### config.mk
export PLATFORM = sky130hd
export DESIGN_NAME = mul_rr_sequencer_flat
export DESIGN_NICKNAME = d
export VERILOG_FILES = /design/src/rtl/mul_rr_sequencer_if.sv /design/src/rtl/mul_rr_sequencer.sv /design/src/flat_wrapper.sv
export SDC_FILE = /design/constraint.sdc
export NUM_CORES = 1
export LEC_CHECK = 0
export ABC_AREA = 1
export CAP_MARGIN = 20
export CORE_AREA = 2 2 70 72
export DETAILED_ROUTE_END_ITERATION = 12
export DIE_AREA = 0 0 72 74
export DONT_BUFFER_PORTS = 1
export GPL_ROUTABILITY_DRIVEN = 0
export GPL_TIMING_DRIVEN = 1
export PLACE_DENSITY_LB_ADDON = 0.12
export SYNTH_ARGS = -nofsm -noshare
export SYNTH_HDL_FRONTEND = slang
export SYNTH_SLANG_ARGS = --single-unit
### constraint.sdc
create_clock -name clk -period 2.2 [get_ports clk]
set_clock_uncertainty 0.2 [all_clocks]
set_input_delay 0.33 -clock clk [delete_from_list [all_inputs] [get_ports clk]]
set_output_delay 0.33 -clock clk [all_outputs]
set_load 0.05 [all_outputs]
### src/rtl/mul_rr_sequencer_if.sv
// Bundles the signals that connect the shared multiplier sequencer to its two
// requesters and to the repeated-addition datapath.
interface mul_rr_sequencer_if #(
    parameter int unsigned WIDTH = 16
);
    logic             req0;
    logic [WIDTH-1:0] a0;
    logic [WIDTH-1:0] b0;
    logic             req1;
    logic [WIDTH-1:0] a1;
    logic [WIDTH-1:0] b1;
    logic             ack0;
    logic             ack1;
    logic [WIDTH-1:0] result;
    logic             busy;
    logic [WIDTH-1:0] data_in;
    logic             LdA;
    logic             LdB;
    logic             LdP;
    logic             clrP;
    logic             decB;
    logic             eqz;
    logic [WIDTH-1:0] prod_in;

    // Sequencer side
    modport master (
        input  req0, a0, b0, req1, a1, b1, eqz, prod_in,
        output ack0, ack1, result, busy, data_in, LdA, LdB, LdP, clrP, decB
    );

    // Requesters plus datapath side
    modport slave (
        output req0, a0, b0, req1, a1, b1, eqz, prod_in,
        input  ack0, ack1, result, busy, data_in, LdA, LdB, LdP, clrP, decB
    );
endinterface

### src/rtl/mul_rr_sequencer.sv
// Round-robin controller sharing one repeated-addition multiplier datapath
// between two requesters; returns a registered product with a one-cycle ack.
module mul_rr_sequencer #(
    parameter int unsigned WIDTH = 16
) (
    input  logic                clk,
    input  logic                rst,
    mul_rr_sequencer_if.master  bus
);
    localparam int unsigned W = WIDTH;

    typedef enum logic [2:0] {
        IDLE   = 3'd0,
        LOAD_A = 3'd1,
        LOAD_B = 3'd2,
        MULT   = 3'd3,
        DONE   = 3'd4
    } state_t;

    state_t         state;
    logic           ptr;      // 1: requester 1 has priority on a tie
    logic           owner;    // requester that owns the running job
    logic [W-1:0]   b_lat;
    logic           grant1_c;

    always_comb begin
        grant1_c = bus.req1 && (!bus.req0 || ptr);
    end

    // Accumulate strobes follow eqz within the same MULT cycle
    assign bus.LdP  = (state == MULT) && !bus.eqz;
    assign bus.decB = (state == MULT) && !bus.eqz;

    always_ff @(posedge clk) begin
        if (rst) begin
            state       <= IDLE;
            ptr         <= 1'b0;
            owner       <= 1'b0;
            b_lat       <= '0;
            bus.ack0    <= 1'b0;
            bus.ack1    <= 1'b0;
            bus.result  <= '0;
            bus.busy    <= 1'b0;
            bus.data_in <= '0;
            bus.LdA     <= 1'b0;
            bus.LdB     <= 1'b0;
            bus.clrP    <= 1'b0;
        end else begin
            bus.ack0    <= 1'b0;
            bus.ack1    <= 1'b0;
            bus.data_in <= '0;
            bus.LdA     <= 1'b0;
            bus.LdB     <= 1'b0;
            bus.clrP    <= 1'b0;
            case (state)
                IDLE: begin
                    if (bus.req0 || bus.req1) begin
                        owner       <= grant1_c;
                        ptr         <= !grant1_c;
                        b_lat       <= grant1_c ? bus.b1 : bus.b0;
                        bus.data_in <= grant1_c ? bus.a1 : bus.a0;
                        bus.LdA     <= 1'b1;
                        bus.busy    <= 1'b1;
                        state       <= LOAD_A;
                    end
                end
                LOAD_A: begin
                    bus.data_in <= b_lat;
                    bus.LdB     <= 1'b1;
                    bus.clrP    <= 1'b1;
                    state       <= LOAD_B;
                end
                LOAD_B: begin
                    state <= MULT;
                end
                MULT: begin
                    if (bus.eqz) begin
                        bus.result <= bus.prod_in;
                        bus.ack0   <= !owner;
                        bus.ack1   <= owner;
                        state      <= DONE;
                    end
                end
                DONE: begin
                    bus.busy <= 1'b0;
                    state    <= IDLE;
                end
                default: begin
                    bus.busy <= 1'b0;
                    state    <= IDLE;
                end
            endcase
        end
    end
endmodule

### src/flat_wrapper.sv
// flat-port wrapper written by rule: the top's interface ports become plain ports
module mul_rr_sequencer_flat 
#(
    parameter int unsigned WIDTH = 16
)
  (clk, rst, bus_req0, bus_a0, bus_b0, bus_req1, bus_a1, bus_b1, bus_eqz, bus_prod_in, bus_ack0, bus_ack1, bus_result, bus_busy, bus_data_in, bus_LdA, bus_LdB, bus_LdP, bus_clrP, bus_decB);
  mul_rr_sequencer_if #(.WIDTH(WIDTH)) bus_i ();
  input  logic clk;
  input  logic rst;
  input wire logic [$bits(bus_i.req0)-1:0] bus_req0;
  input wire logic [$bits(bus_i.a0)-1:0] bus_a0;
  input wire logic [$bits(bus_i.b0)-1:0] bus_b0;
  input wire logic [$bits(bus_i.req1)-1:0] bus_req1;
  input wire logic [$bits(bus_i.a1)-1:0] bus_a1;
  input wire logic [$bits(bus_i.b1)-1:0] bus_b1;
  input wire logic [$bits(bus_i.eqz)-1:0] bus_eqz;
  input wire logic [$bits(bus_i.prod_in)-1:0] bus_prod_in;
  output wire logic [$bits(bus_i.ack0)-1:0] bus_ack0;
  output wire logic [$bits(bus_i.ack1)-1:0] bus_ack1;
  output wire logic [$bits(bus_i.result)-1:0] bus_result;
  output wire logic [$bits(bus_i.busy)-1:0] bus_busy;
  output wire logic [$bits(bus_i.data_in)-1:0] bus_data_in;
  output wire logic [$bits(bus_i.LdA)-1:0] bus_LdA;
  output wire logic [$bits(bus_i.LdB)-1:0] bus_LdB;
  output wire logic [$bits(bus_i.LdP)-1:0] bus_LdP;
  output wire logic [$bits(bus_i.clrP)-1:0] bus_clrP;
  output wire logic [$bits(bus_i.decB)-1:0] bus_decB;
  assign bus_i.req0 = bus_req0;
  assign bus_i.a0 = bus_a0;
  assign bus_i.b0 = bus_b0;
  assign bus_i.req1 = bus_req1;
  assign bus_i.a1 = bus_a1;
  assign bus_i.b1 = bus_b1;
  assign bus_i.eqz = bus_eqz;
  assign bus_i.prod_in = bus_prod_in;
  assign bus_ack0 = bus_i.ack0;
  assign bus_ack1 = bus_i.ack1;
  assign bus_result = bus_i.result;
  assign bus_busy = bus_i.busy;
  assign bus_data_in = bus_i.data_in;
  assign bus_LdA = bus_i.LdA;
  assign bus_LdB = bus_i.LdB;
  assign bus_LdP = bus_i.LdP;
  assign bus_clrP = bus_i.clrP;
  assign bus_decB = bus_i.decB;
  mul_rr_sequencer #(.WIDTH(WIDTH)) u_core (.clk(clk), .rst(rst), .bus(bus_i));
endmodule
# After elaboration in Yosys (flattened, before gate mapping)
# Cells that the tools add are included.
[totals]
mem_count = 0
latchBits = 0
mem_bits_ro = 0
ramBits = 0
reg_bits = 58
in_bits = 85
output_inout_bits = 40
wordCells = 47
[op_classes]
n_eq_ne = 5
n_mux = 11
multipliers = 0
addsub = 0
magnitude_cmp = 0
n_div = 0
n_reduce_logical = 16
n_shift = 0
bitwise_logic = 4
[op_table]
columns = ["operator", "count"]
rows = [
  ["16-bit two-way mux", 3],
  ["16-bit case mux with 2 select lines", 1],
  ["3-bit case mux with 4 select lines", 1],
  ["2-bit AND reduction", 4],
  ["3-bit by 2-bit == test with 1-bit output, second input constant", 2],
  ["3-bit two-way mux", 2],
  ["3-bit OR reduction", 2],
  ["1-bit logical NOT", 4],
  ["1-bit inverter", 4],
  ["3-bit by 1-bit == test with 1-bit output, second input constant", 1],
  ["3-bit logical NOT", 1],
  ["1-bit two-way mux", 3],
  ["1-bit logical AND", 2],
  ["1-bit logical OR", 2],
  ["2-bit by 1-bit != test with 1-bit output, second input constant", 1],
  ["2-bit != test, second input constant", 1],
  ["1-bit case mux with 2 select lines", 1],
  ["2-bit OR reduction", 1],
]

# Depth between registers and ports, before layout
# Gate-level depths: netlist of run 1.
[depth]
depth_word = 6
mapped_depth = 8
mapped_depth_nobuf = 8

# Least setup slack after synthesis of run 1
# OpenSTA, ideal clock, no wires.
[synth_timing]
kind = "register to output"
start = "register u_core.state[1]"
end = "output port bus_decB"
t_required_ns = 1.670
stages_incl_launch_ff = 4
setup_slack_ns = -0.437
n_path_buf = 1
arrival_ns = 2.107
cell_sequence = "dfxtp_1 > nand2_1 > nor3_1 > buf_4"
[synth_via]
elab_chain_len = 2
[synth_lines]
columns = ["element", "line_no", "rtl"]
rows = [
  ["from (decl)", "mul_rr_sequencer.sv:20", "state_t state;"],
  ["from (signal assigned)", "mul_rr_sequencer.sv:36", "state <= IDLE;"],
  ["from (signal assigned)", "mul_rr_sequencer.sv:64", "state <= LOAD_A;"],
  ["from (signal assigned)", "mul_rr_sequencer.sv:71", "state <= LOAD_B;"],
  ["3-bit by 2-bit == test with 1-bit output", "-", ""],
  ["1-bit logical AND", "-", ""],
  ["to (decl)", "flat_wrapper.sv:27", "output wire logic [$bits(bus_i.decB)-1:0] bus_decB;"],
]
# Every way passes these cells.

# Worst setup path in the final report of run 1
# Ends and elaborated chain as after synthesis.

==> results of run 1 <==
## registers in the layout (all words and copies together), names as in the netlist
name,cells
u_core.bus.ack1,1
u_core.bus.LdB,1
u_core.state,3
u_core.owner,1
u_core.bus.LdA,1
u_core.bus.data_in,16
u_core.bus.busy,1
u_core.bus.ack0,1
u_core.ptr,1
u_core.b_lat,16
u_core.bus.result,16
## where the power goes
group,switching (mW),internal (mW)
Sequential,0.203,1.14
Combinational,0.251,0.149
Clock,0.380,0.631
## cells by family after synthesis
group | after synthesis | synth area share
AO/OA/AOI/OAI | 69 | 0.135
buffers and inverters | 78 | 0.129
flip-flops | 58 | 0.443
AND/OR/NAND/NOR | 173 | 0.292
## layout by cell type (no fill, tap or decap), types with 3 or more instances in the layout
| master | n |
|---|---|
| clkbuf_8 | 9 |
| nand3_1 | 7 |
| nand3_2 | 10 |
| buf_4 | 6 |
| nand2_1 | 136 |
| inv_2 | 6 |
| nor2_1 | 10 |
| dfxtp_1 | 58 |
| o21ai_0 | 14 |
| inv_1 | 49 |
| a21oi_1 | 49 |
| dlygate4sd3_1 | 11 |
| o21ai_1 | 3 |
| clkbuf_1 | 3 |
## routing by layer
metal  GRT usage  vias up  part of all wire
met4      0.0943        0             0.014
met5           0        -                 0
met2       0.363       81              0.46
met1       0.247      947              0.44
li1            -     1176                 -
met3      0.0989        9             0.083
## how the worst max path moves through the flow
stage	start	endpoint	slack, ns	cells after the start
3_5_place_dp	u_core.state[1]	u_core.bus.result[11]	0.31	3
4_1_cts	u_core.state[1]	bus_decB	0.24	3
3_3_place_gp	u_core.state[1]	u_core.bus.result[2]	0.36	3
6_report	u_core.state[1]	bus_decB	0.27	3
2_1_floorplan	u_core.state[1]	bus_decB	0.09	3
5_1_grt	u_core.state[1]	u_core.bus.result[11]	0.09	3
## per-stage QoR
step / power (mW) / setup slack [ns]
finish: 2.75 / 0.266
global route: 2.90 / 0.0864
CTS: 2.78 / 0.243
detailed placement: 1.74 / 0.305
global placement: 1.73 / 0.363
floorplan: 1.68 / 0.0935
## area by class of cell
type | instances | area share
Clock buffer | 12 | 0.0456
Timing Repair Buffer | 19 | 0.0659
Tap cell | 54 | 0.0228
Clock inverter | 3 | 0.0220
Multi-Input combinational cell | 242 | 0.382
Inverter | 55 | 0.0697
Sequential cell | 58 | 0.392
## critical path, delay by kind of cell (launching register included)
kind          cells  cell delay, ns
buf+inv           1            0.33
simple gates      2            0.28
flops             1            0.48
==> results.sh, run 1 <==
export IMPL_hold_viol=0
export IMPL_tns_ns=0
export IMPL_rsz0062_at_grt="false"
export IMPL_critPathLaunchType="flop"
export IMPL_critical_path_max_stage_delay_ns=0.48
export IMPL_grt_overflow=0
export IMPL_hold_class="in2reg"
export IMPL_die_x_um=72
export IMPL_synth_top_cells_by_count="136 x nand2_1, 58 x dfxtp_1, 49 x a21oi_1, 49 x inv_1, 14 x o21ai_0"
export IMPL_yosys_area_top_type="dfxtp_1"
export IMPL_postCtsHoldBufs=12
export IMPL_post_drt_wl_per_cell_um=12.3
export IMPL_cts_tree="yes"
export IMPL_synth_edff_count=0
export IMPL_h_tree_depth=3
export IMPL_insertedDiodeCount=0
export IMPL_post_route_period_util=0.879
export IMPL_dp_cells=416
export IMPL_drt_iter0_markers=110
export IMPL_reg2reg_from="u_core.state[1]"
export IMPL_finalSetupViolations=0
export IMPL_synthTopCellsByArea="dfxtp_1 44%, nand2_1 19%, a21oi_1 9.4%"
export IMPL_ys_warnings_count=0
export IMPL_ir_drop_v=0.000542
export IMPL_arrival_ns=1.40
export IMPL_drv_slew=0
export IMPL_critPathKind="reg2out"
export IMPL_clockBufferDepth=2
export IMPL_clock_root_buffer="clkbuf_8"
export IMPL_max_freq_mhz=517
export IMPL_dieArea_um2=5330
export IMPL_via_per_inst=5.00
export IMPL_area_growth_pct=13.0
export IMPL_whs_endpoint="u_core.bus.result[4]"
export IMPL_cts_sinks=58
export IMPL_seqCellArea_um2=1160
export IMPL_grt_max_degree=43
export IMPL_reg2reg_slack_ns=0.31
export IMPL_p_leak_nw=1.34
export IMPL_placedInstanceArea_um2=2630
export IMPL_synth_ff_type="dfxtp_1"
export IMPL_yosysTopAreaCellShare=0.443
export IMPL_cts_resized=0
export IMPL_cts_buffers=9
export IMPL_die_h_um=74
export IMPL_ys_seq_elements=58
export IMPL_dr_pass1_iters=4
export IMPL_fin_util=0.644
export IMPL_grt_pass1_wl_um=9000
export IMPL_worst_ep_required_time_ns=1.67
export IMPL_synth_cells=378
export IMPL_timing_hold_ws_ns=0.0114
export IMPL_grt_pass1_vias=2117
export IMPL_worst_skew_pair_late_latency_ns=0.32
export IMPL_multi_input_area_um2=1130
export IMPL_drive_gt1_frac=0.113
export IMPL_synthArstFlopShare=0
export IMPL_cts_clk_slew_worst_paths_ns=0.06
export IMPL_port_buffers=0
export IMPL_start_util=0.570
export IMPL_hold_start="bus_prod_in[4]"
export IMPL_endpoint_kind="output pin"
export IMPL_worstPathMaxFanout=6
export IMPL_vias=2213
export IMPL_grt_total_usage=0.219
export IMPL_cap_violations=0
export IMPL_fillers=428
export IMPL_avgSynthCellArea_um2=6.93
export IMPL_fin_nets=470
export IMPL_slowest_stage="dfxtp_1"
export IMPL_synth_cell_types=24
export IMPL_slew_limit_headroom=0.531
export IMPL_status="complete, no violations"
export IMPL_wl_um=5470
export IMPL_antenna_found_initial=0
export IMPL_yosysMostFrequentCell="nand2_1"
export IMPL_final_cell_area_um2=2960
export IMPL_min_period_ns=1.93
export IMPL_hold_depth=2
export IMPL_core_um2=4600
export IMPL_r2r_cells=3
export IMPL_worst_pin_slew_ns=0.702
export IMPL_rows=25
export IMPL_crit_chain="nand2_1, nor3_4, buf_4"
export IMPL_ant_nets=0
export IMPL_drc_errors=0
export IMPL_synth_yosys_seq_area_share=0.443
export IMPL_postCtsSetupRepairBufs=0
export IMPL_cellPowerDensity_nw_per_um2=929
export IMPL_stdcell_count=443
export IMPL_synth_nets=463
export IMPL_dp_hpwl_um=3640
export IMPL_netlist_area_um2=2620
export IMPL_pin_count=125
export IMPL_r2r_end="u_core.bus.result[11]"
(Power assumes the default switching activity.)
==> run 2, diff against run 1 <==
--- a/config.mk
+++ b/config.mk
@@ -8,6 +8,7 @@
 export ABC_AREA = 1
 export CAP_MARGIN = 20
 export CORE_AREA = 2 2 70 72
+export CTS_CLUSTER_SIZE = 40
 export DETAILED_ROUTE_END_ITERATION = 12
 export DIE_AREA = 0 0 72 74
 export DONT_BUFFER_PORTS = 1
==> results of run 2 <==
The final DEF is identical to that of run 1; final timing and power are the same.
==> run 3, diff against run 2 <==
--- a/config.mk
+++ b/config.mk
@@ -5,12 +5,11 @@
 export SDC_FILE = /design/constraint.sdc
 export NUM_CORES = 1
 export LEC_CHECK = 0
-export ABC_AREA = 1
 export CAP_MARGIN = 20
-export CORE_AREA = 2 2 70 72
+export CORE_AREA = 2 2 64 66
 export CTS_CLUSTER_SIZE = 40
 export DETAILED_ROUTE_END_ITERATION = 12
-export DIE_AREA = 0 0 72 74
+export DIE_AREA = 0 0 66 68
 export DONT_BUFFER_PORTS = 1
 export GPL_ROUTABILITY_DRIVEN = 0
 export GPL_TIMING_DRIVEN = 1
==> results.sh, run 3 <==
export IMPL_status="complete, no violations"
export IMPL_hold_viol=0
export IMPL_drt_met1_wl_um=2460
export IMPL_dieArea_um2=4490
export IMPL_wl_um=6850
export IMPL_antenna_found_initial=1
export IMPL_tns_ns=0
export IMPL_drive_gt1_frac=0.0921
export IMPL_synth_compound_area_share=0.175
export IMPL_grt_total_usage=0.305
export IMPL_crit_chain="o21ai_4, buf_12, mux2i_1, dlygate4sd3_1, o21ai_1"
export IMPL_post_route_period_util=0.964
export IMPL_synth_fa_ha_area_frac=0
export IMPL_reg2reg_from="u_core.ptr"
export IMPL_cap_violations=0
export IMPL_yosys_area_top_type="dfxtp_1"
export IMPL_endpoint_kind="flop"
export IMPL_ys_seq_elements=58
export IMPL_grt_max_degree=24
export IMPL_yosysTopAreaCellShare=0.522
export IMPL_worst_ep_required_time_ns=2.20
export IMPL_grt_overflow=0
export IMPL_pin_count=125
export IMPL_ys_warnings_count=0
export IMPL_dp_hpwl_um=3590
export IMPL_min_period_ns=2.12
export IMPL_synth_ff_type="dfxtp_1"
export IMPL_yosysMostFrequentCell="dfxtp_1"
export IMPL_post_drt_wl_per_cell_um=18.7
export IMPL_cts_tree="yes"
export IMPL_netlist_area_um2=2220
export IMPL_cts_buffers=9
export IMPL_slew_limit_headroom=0.425
export IMPL_fin_nets=395
export IMPL_synth_top_cells_by_count="58 x dfxtp_1, 52 x nand2_1, 19 x a21oi_1"
export IMPL_clockBufferDepth=2
export IMPL_grt_pass1_vias=2049
export IMPL_final_common_cell="dlygate4sd3_1"
export IMPL_synth_edff_count=0
export IMPL_grt_pass1_wl_um=9830
export IMPL_layout_setup_ws_ns=0.0793
export IMPL_start_util=0.577
export IMPL_via_per_inst=5.72
export IMPL_dr_pass1_iters=4
export IMPL_worst_pin_slew_ns=0.859
export IMPL_slowest_stage="dlygate4sd3_1"
export IMPL_drt_iter0_markers=139
export IMPL_vias=2092
export IMPL_cts_clk_slew_worst_paths_ns=0.07
export IMPL_highest_layer="met4"
export IMPL_synthXorXnorAreaFrac=0
export IMPL_wl_met2_um=3580
export IMPL_critical_path_max_stage_delay_ns=0.58
export IMPL_arrival_ns=2.12
export IMPL_p_leak_nw=1.26
export IMPL_max_freq_mhz=472
export IMPL_synth_nets=325
export IMPL_reg_top3="u_core.b_lat (16), u_core.bus.data_in (16), u_core.bus.result (16)"
export IMPL_h_tree_depth=3
export IMPL_hold_class="in2reg"
export IMPL_pre_cts_ws_ns=0.222
export IMPL_synth_simple_gate_area_frac=0.192
export IMPL_ir_drop_v=0.000515
export IMPL_synth_top_family_by_area="simple AND/OR/NAND/NOR gates"
export IMPL_r2r_end="u_core.bus.data_in[9]"
export IMPL_cts_sinks=58
export IMPL_reg2reg_slack_ns=0.08
export IMPL_synth_cells=240
export IMPL_worst_path_buf_inv=2
export IMPL_die_h_um=68
export IMPL_ant_nets=0
export IMPL_wl_met3_um=633
export IMPL_timing_hold_ws_ns=0.00553
export IMPL_area_growth_pct=42.6
export IMPL_port_buffers=0
export IMPL_worst_skew_pair_late_latency_ns=0.34
export IMPL_synth_cell_types=30
export IMPL_critPathLaunchType="flop"
export IMPL_final_cell_mix="70 x dlygate4sd3_1, 58 x dfxtp_1, 52 x nand2_1, 19 x a21oi_1, 16 x a221o_1"
export IMPL_finalSetupViolations=0
export IMPL_die_x_um=66
export IMPL_hold_start="bus_a0[2]"
export IMPL_rows=23
export IMPL_avgSynthCellArea_um2=9.27
export IMPL_hold_depth=2
export IMPL_rsz0062_at_grt="false"
export IMPL_synthMuxAreaShare=0.0675
export IMPL_crit_family="buffers and inverters"
export IMPL_synth_yosys_seq_area_share=0.522
export IMPL_r2r_cells=5
export IMPL_clock_root_buffer="clkbuf_8"
export IMPL_core_um2=3860
export IMPL_critPathKind="reg2reg"
export IMPL_worstPathMaxFanout=10
export IMPL_cellPowerDensity_nw_per_um2=839
export IMPL_whs_endpoint="u_core.bus.data_in[2]"
export IMPL_synthArstFlopShare=0
export IMPL_drc_errors=0
export IMPL_synthTopCellsByArea="dfxtp_1 52%, nand2_1 8.8%, a221o_1 7.2%"
export IMPL_drv_slew=0
==> run 3: cell count changes after synthesis, moves of 10 or more <==
cell / before / now
a21oi_1: 49 / 19
mux2i_1: 0 / 15
and2_1: 0 / 15
inv_1: 49 / 3
nand3_2: 10 / 0
nand2_1: 136 / 52
a221o_1: 0 / 16
==> run 3: worst max path at each step <==
stage,cells after the start,slack (ns),to,startpoint
global placement,4,0.32,u_core.b_lat[13],u_core.state[0]
finish,5,0.08,u_core.bus.data_in[9],u_core.ptr
global route,5,0.02,u_core.bus.data_in[9],u_core.ptr
detailed placement,4,0.22,u_core.b_lat[2],u_core.state[0]
floorplan,3,0.04,bus_decB,u_core.state[0]
CTS,5,0.03,u_core.bus.data_in[9],u_core.ptr
==> run 3: logic make-up (layout without fill, tap and decap cells) <==
logic type | Yosys count | count (layout)
AO/OA/AOI/OAI | 58 | 58
buffers and inverters | 19 | 94
flip-flops | 58 | 58
multiplexers | 15 | 15
other | 0 | 1
AND/OR/NAND/NOR | 90 | 90
==> run 3: timing repair <==
| action | 4_1_cts | 5_1_grt |
|---|---|---|
| hold buffers | 70 | 0 |
| gates resized for setup | 0 | 1 |
| endpoints found under the hold margin | 51 | 0 |
| setup endpoints to repair | 0 | 6 |
| setup buffers | 0 | 0 |
==> run 3: layout make-up <==
cell class / instances / area, um^2
fillers: 217 / 684
clock inverters: 4 / 50.0
inverters: 3 / 11.3
well taps: 50 / 62.6
clock buffers: 12 / 155
flip-flops and latches: 58 / 1160
diodes: 1 / 2.50
multi-input cells: 163 / 978
repair buffers: 75 / 751
==> run 3: power by group <==
group,switching [mW],total (mW),internal [mW]
clock network,0.426,1.01,0.583
logic,0.160,0.341,0.181
registers,0.181,1.31,1.13
==> run 3: stage by stage <==
step | utilization | std cells | instance area (um^2) | power, mW
floorplan | - | 240 | 2220 | 1.50
global placement | 0.585 | 279 | 2260 | 1.53
detailed placement | 0.585 | 279 | 2260 | 1.54
CTS | 0.820 | 365 | 3160 | 2.63
global route | 0.823 | 366 | 3170 | 2.75
finish | 0.823 | 366 | 3170 | 2.66
==> run 3: per-layer routing <==
layer,up-vias,global-route usage
met3,18,0.113
met5,-,0
met1,971,0.307
met4,0,0.171
li1,970,-
met2,133,0.545
